<file path="src/rtl/bus_cycle_unit.sv">
// 8080/8085-class machine-cycle sequencer; `BUS_TIMEOUT_EN adds a TW abort after TIMEOUT wait states.
// Latency: accept to rsp_valid is 4 cycles (rd/wr) or 5 (fetch) plus 1 per TW; reserved types answer next cycle.
// Backpressure: req_ready is high only in IDLE, including the rsp_valid cycle, so bus cycles run back to back.

module bus_cycle_unit #(
   parameter int ADDR_W    = 16,
   parameter int DATA_W    = 8,
   parameter int IO_ADDR_W = 8,
   parameter int TIMEOUT   = 255
) (
   input  logic              clock,
   input  logic              reset_in,
   input  logic              req_valid,
   output logic              req_ready,
   input  logic [2:0]        req_type,
   input  logic [ADDR_W-1:0] req_addr,
   input  logic [DATA_W-1:0] req_wdata,
   output logic              rsp_valid,
   output logic              rsp_err,
   output logic [DATA_W-1:0] rsp_rdata,
   output logic [ADDR_W-1:0] ADD,
   input  logic [DATA_W-1:0] data_in,
   output logic [DATA_W-1:0] data_out,
   output logic              data_oe,
   output logic              ALE,
   output logic              RDn,
   output logic              WRn,
   output logic              IO_Mn,
   output logic              S1,
   output logic              S0,
   input  logic              READY
);

   typedef enum logic [2:0] {
      ST_IDLE,
      ST_T1,
      ST_T2,
      ST_TW,
      ST_T3,
      ST_T4
   } state_t;

   localparam logic [ADDR_W-1:0] IO_MASK = {ADDR_W{1'b1}} >> (ADDR_W - IO_ADDR_W);

   if (IO_ADDR_W > ADDR_W || IO_ADDR_W < 1 || TIMEOUT < 1) begin : g_bad_params
      $error("bus_cycle_unit: illegal parameter combination");
   end

   state_t            state;
   logic              cyc_fetch;
   logic              cyc_read;
   logic              cyc_write;

   logic              typ_fetch;
   logic              typ_read;
   logic              typ_write;
   logic              typ_io;
   logic              typ_rsvd;
   logic              accept;
   logic [ADDR_W-1:0] bus_addr;

`ifdef BUS_TIMEOUT_EN
   localparam int TW_W = (TIMEOUT < 2) ? 1 : $clog2(TIMEOUT + 1);
   logic [TW_W-1:0]   tw_cnt;
`endif

   // Request decode; fetch counts as a read for strobe and capture purposes.
   always_comb begin
      typ_fetch = (req_type == 3'b000);
      typ_read  = (req_type == 3'b000) || (req_type == 3'b001) || (req_type == 3'b011);
      typ_write = (req_type == 3'b010) || (req_type == 3'b100);
      typ_io    = (req_type == 3'b011) || (req_type == 3'b100);
      typ_rsvd  = (req_type > 3'b100);
      accept    = req_valid && req_ready;
      bus_addr  = typ_io ? (req_addr & IO_MASK) : req_addr;
   end

   always_ff @(posedge clock) begin
      if (reset_in) begin
         state     <= ST_IDLE;
         req_ready <= 1'b1;
         rsp_valid <= 1'b0;
         rsp_err   <= 1'b0;
         rsp_rdata <= '0;
         ADD       <= '0;
         data_out  <= '0;
         data_oe   <= 1'b0;
         ALE       <= 1'b0;
         RDn       <= 1'b1;
         WRn       <= 1'b1;
         IO_Mn     <= 1'b0;
         S1        <= 1'b0;
         S0        <= 1'b0;
         cyc_fetch <= 1'b0;
         cyc_read  <= 1'b0;
         cyc_write <= 1'b0;
`ifdef BUS_TIMEOUT_EN
         tw_cnt    <= '0;
`endif
      end else begin
         ALE       <= 1'b0;
         rsp_valid <= 1'b0;
         rsp_err   <= 1'b0;

         case (state)
            ST_IDLE: begin
               if (accept) begin
                  if (typ_rsvd) begin
                     rsp_valid <= 1'b1;
                     rsp_err   <= 1'b1;
                  end else begin
                     state     <= ST_T1;
                     req_ready <= 1'b0;
                     ALE       <= 1'b1;
                     ADD       <= bus_addr;
                     IO_Mn     <= typ_io;
                     S1        <= typ_read;
                     S0        <= typ_fetch || typ_write;
                     cyc_fetch <= typ_fetch;
                     cyc_read  <= typ_read;
                     cyc_write <= typ_write;
                     if (typ_write) begin
                        data_out <= req_wdata;
                     end
                  end
               end
            end

            ST_T1: begin
               state   <= ST_T2;
               RDn     <= !cyc_read;
               WRn     <= !cyc_write;
               data_oe <= cyc_write;
`ifdef BUS_TIMEOUT_EN
               tw_cnt  <= '0;
`endif
            end

            ST_T2: begin
               if (READY) begin
                  state <= ST_T3;
               end else begin
                  state  <= ST_TW;
`ifdef BUS_TIMEOUT_EN
                  tw_cnt <= TW_W'(1);
`endif
               end
            end

            ST_TW: begin
`ifdef BUS_TIMEOUT_EN
               // The abort wins over a late READY once the wait budget is spent.
               if (tw_cnt >= TW_W'(TIMEOUT)) begin
                  state     <= ST_IDLE;
                  req_ready <= 1'b1;
                  RDn       <= 1'b1;
                  WRn       <= 1'b1;
                  data_oe   <= 1'b0;
                  IO_Mn     <= 1'b0;
                  S1        <= 1'b0;
                  S0        <= 1'b0;
                  rsp_valid <= 1'b1;
                  rsp_err   <= 1'b1;
               end else if (READY) begin
                  state <= ST_T3;
               end else begin
                  tw_cnt <= tw_cnt + 1'b1;
               end
`else
               if (READY) begin
                  state <= ST_T3;
               end
`endif
            end

            ST_T3: begin
               RDn     <= 1'b1;
               WRn     <= 1'b1;
               data_oe <= 1'b0;
               if (cyc_read) begin
                  rsp_rdata <= data_in;
               end
               if (cyc_fetch) begin
                  state <= ST_T4;
               end else begin
                  state     <= ST_IDLE;
                  req_ready <= 1'b1;
                  IO_Mn     <= 1'b0;
                  S1        <= 1'b0;
                  S0        <= 1'b0;
                  rsp_valid <= 1'b1;
               end
            end

            ST_T4: begin
               state     <= ST_IDLE;
               req_ready <= 1'b1;
               IO_Mn     <= 1'b0;
               S1        <= 1'b0;
               S0        <= 1'b0;
               rsp_valid <= 1'b1;
            end

            default: begin
               state     <= ST_IDLE;
               req_ready <= 1'b1;
            end
         endcase
      end
   end

endmodule
</file>
<file path="config.mk">
export PLATFORM = sky130hd
export DESIGN_NAME = bus_cycle_unit
export DESIGN_NICKNAME = d
export VERILOG_FILES = /design/src/rtl/bus_cycle_unit.sv
export SDC_FILE = /design/constraint.sdc
export NUM_CORES = 1
export LEC_CHECK = 0
export CAP_MARGIN = 30
export CORE_MARGIN = 2
export CORE_UTILIZATION = 35
export CTS_BUF_LIST = sky130_fd_sc_hd__clkbuf_2 sky130_fd_sc_hd__clkbuf_4 sky130_fd_sc_hd__clkbuf_8
export DETAILED_ROUTE_END_ITERATION = 7
export PLACE_DENSITY = 0.67
export RECOVER_POWER = 50
export REMOVE_ABC_BUFFERS = 1
export SKIP_CTS_REPAIR_TIMING = 1
export SYNTH_ARGS = -nofsm -noshare
export SYNTH_HDL_FRONTEND = slang
export SYNTH_SLANG_ARGS = --single-unit
</file>
<file path="constraint.sdc">
create_clock -name clock -period 1.7 [get_ports clock]
set_input_delay 0.255 -clock clock [delete_from_list [all_inputs] [get_ports clock]]
set_output_delay 0.255 -clock clock [all_outputs]
set_load 0.02 [all_outputs]
</file>
==> results.sh <==
export IMPL_status="finished, final reports clean"
export IMPL_initialDrtViolationCount=41
export IMPL_grt_pass1_vias=1705
export IMPL_layout_drive_gt1_share=0.165
export IMPL_fin_crit_ps=1570
export IMPL_finalSetupViolCount=0
export IMPL_maxSlewHeadroom=0.711
export IMPL_ys_seq_elements=48
export IMPL_skew_ps=5.46
export IMPL_p_leak_nw=1.19
export IMPL_powerDensity_nw_per_um2=978
export IMPL_multi_input_area_sq_um=940
export IMPL_cp_slowest_stage_delay_ps=670
export IMPL_start_util=0.363
export IMPL_start_kind="register"
export IMPL_antenna_found_initial=0
export IMPL_synth_edf_count=0
export IMPL_sw_frac_of_total=0.293
export IMPL_die_width_um=79.8
export IMPL_viasPerCell=4.64
export IMPL_internal_power_w=0.00211
export IMPL_max_cap_violations=0
export IMPL_htreeDepth=2
export IMPL_clock_sinks=48
export IMPL_tritoncts="done"
export IMPL_io_pins=81
export IMPL_crit_family="buffers and inverters"
export IMPL_ff2ff_path_depth=5
export IMPL_hold_path_class="in2reg"
export IMPL_rsz0062_at_grt="false"
export IMPL_coreArea_sq_um=5540
export IMPL_yosys_area_top_type="dfxtp_1"
export IMPL_portBuffers=80
export IMPL_period_share=0.922
export IMPL_gp_congestion=0.864
export IMPL_clkLatencyLatePin_ps=300
export IMPL_whs_path_depth=2
export IMPL_area_growth_syn_to_layout_pct=51.7
export IMPL_postPlaceCellArea_sq_um=2950
export IMPL_dp_hpwl_um=3400
export IMPL_endpoint_kind="output port"
export IMPL_die_h_um=79.8
export IMPL_cp_buffers_inverters=1
export IMPL_hold_viol_final=0
export IMPL_ys_seq_area_frac=0.478
export IMPL_clkTransAtPathRegs_ps=90
export IMPL_overflow=0
export IMPL_r2r_slack_ps=210
export IMPL_crit_type="reg2out"
export IMPL_wl_per_cell_um=12.5
export IMPL_drtAntennaViolNets=0
export IMPL_worstPathArrival_ps=1310
export IMPL_synth_ff_type="dfxtp_1"
export IMPL_worst_hold_slack_ps=329
export IMPL_worst_slew_pin_slew_ps=433
export IMPL_switchingPower_w=0.000874
export IMPL_synth_top_area_share=0.478
export IMPL_min_from="reset_in"
export IMPL_syn_inst=215
export IMPL_drv_slew=0
export IMPL_cts_buffers=5
export IMPL_path_cells="dlygate4sd3_1"
export IMPL_diodes=0
export IMPL_seqPwrFrac=0.433
export IMPL_critical_path_depth=1
export IMPL_yosys_warnings=0
export IMPL_fill_cells=531
export IMPL_ir_drop_mv=0.484
export IMPL_netlist_top_cells_area="dfxtp_1 (48%), mux2i_1 (9.0%), nor2_1 (5.2%), nand2_1 (4.5%), a21oi_2 (4.4%)"
export IMPL_routed_wl_um=4680
export IMPL_p_clk_frac=0.276
export IMPL_cts_root_buffer="clkbuf_8"
export IMPL_clockBufferDepth=2
export IMPL_synth_avg_cell_area_sq_um=9.35
export IMPL_async_flop_share=0
export IMPL_seq_area_sq_um=961
export IMPL_rows=27
export IMPL_pwr_share_comb=0.291
export IMPL_grt_start_max_net_pins=35
export IMPL_holdPathEnd="state[0]"
export IMPL_fmax_ghz=0.638
export IMPL_route_vias_total=1740
export IMPL_track_usage=0.155
export IMPL_drc_errors=0
export IMPL_r2r_start="state[0]"
export IMPL_synth_cell_types=38
export IMPL_die_area_sq_um=6360
export IMPL_design_area_sq_um=3050
export IMPL_grt_pass1_wl_um=7710
export IMPL_netlist_area_sq_um=2010
export IMPL_dr_pass1_iters=4
export IMPL_cp_max_fo=2
export IMPL_cp_required_ps=1440
export IMPL_reg2reg_to="ADD[13]"
export IMPL_crit_slowest_cell="dlygate4sd3_1"
export IMPL_fin_nets=341
[synthesized netlist by cell type (3+ instances only)]
library cell  number
mux2i_1           18
clkbuf_1           6
a21oi_2           10
nor3_1             3
buf_2              4
nand2b_1           7
nand3_1           10
nand2_2            8
dfxtp_1           48
a21oi_1           15
nand2_1           24
nor2_1            28
nor2b_1            5
[metal layers]
metal  track usage  up-vias  share of wire
li1              -      895              -
met1         0.201      793           0.46
met2         0.239       45           0.47
met3        0.0588        7          0.067
met4        0.0475        0          0.011
met5             0        -              0
[state kept, by name, summed over array words and instances (netlist names), 3 cells and up]
name / cells
rsp_rdata: 8
ADD: 16
state: 3
data_out: 8
[layout by cell type, fill, tap and decap left out, drive strengths merged, types with 2 or more instances in the layout]
master	instances
nand2	33
clkdlybuf4s50	65
nand2b	7
o211ai	2
dlygate4sd3	14
or2	2
a21oi	25
mux2i	18
buf	15
dfxtp	48
nor3	3
nor2	28
nor2b	5
mux2	2
inv	2
and3	2
a21o	2
nand3	11
clkbuf	5
[stage by stage]
| step | utilization | instances | power [W] | setup slack, ps | TNS (ps) |
|---|---|---|---|---|---|
| 5_1_grt | 0.550 | 375 | 0.00316 | 79.9 | 0 |
| 6_report | 0.550 | 375 | 0.00298 | 133 | 0 |
| 3_3_place_gp | 0.532 | 367 | 0.00220 | -44.0 | -319 |
| 2_1_floorplan | - | 201 | 0.00175 | 162 | 0 |
| 4_1_cts | 0.552 | 375 | 0.00304 | 133 | 0 |
| 3_5_place_dp | 0.532 | 367 | 0.00221 | -81.9 | -807 |
[layout make-up]
type	instances	area share
inverter	2	0.00246
timing repair buffer	94	0.308
multi-input combinational	151	0.308
clock buffer	5	0.0226
clock inverter	3	0.0140
tap	72	0.0296
sequential	48	0.315
[how the worst max path moves through the flow]
stage                        to   startpoint  slack, ps
CTS                   req_ready    req_ready        130
global route            ADD[13]     state[0]         80
finish                  ADD[12]      ADD[12]        130
detailed placement  data_out[0]  req_type[1]        -80
floorplan             req_ready    req_ready        160
global placement    data_out[4]  req_type[2]        -40
[power by group through the flow]
| stage | registers [W] | clock network [W] | logic, W |
|---|---|---|---|
| after floorplan | 0.00141 | 0 | 0.000344 |
| after global placement | 0.00132 | 0 | 0.000878 |
| after CTS | 0.00129 | 0.000858 | 0.000892 |
| after global routing | 0.00131 | 0.000909 | 0.000943 |
| after detailed placement | 0.00132 | 0 | 0.000889 |
| final | 0.00129 | 0.000823 | 0.000868 |
[logic make-up (layout without fill, tap and decap cells)]
group           count (synthesis)  in the layout  share of synthesized area
compound gates                 38             38                      0.141
buf+inv                        16            104                     0.0498
flops                          48             48                      0.478
mux                            20             20                      0.101
simple gates                   93             93                      0.230
Note: power is estimated with default switching activity, not from simulation.
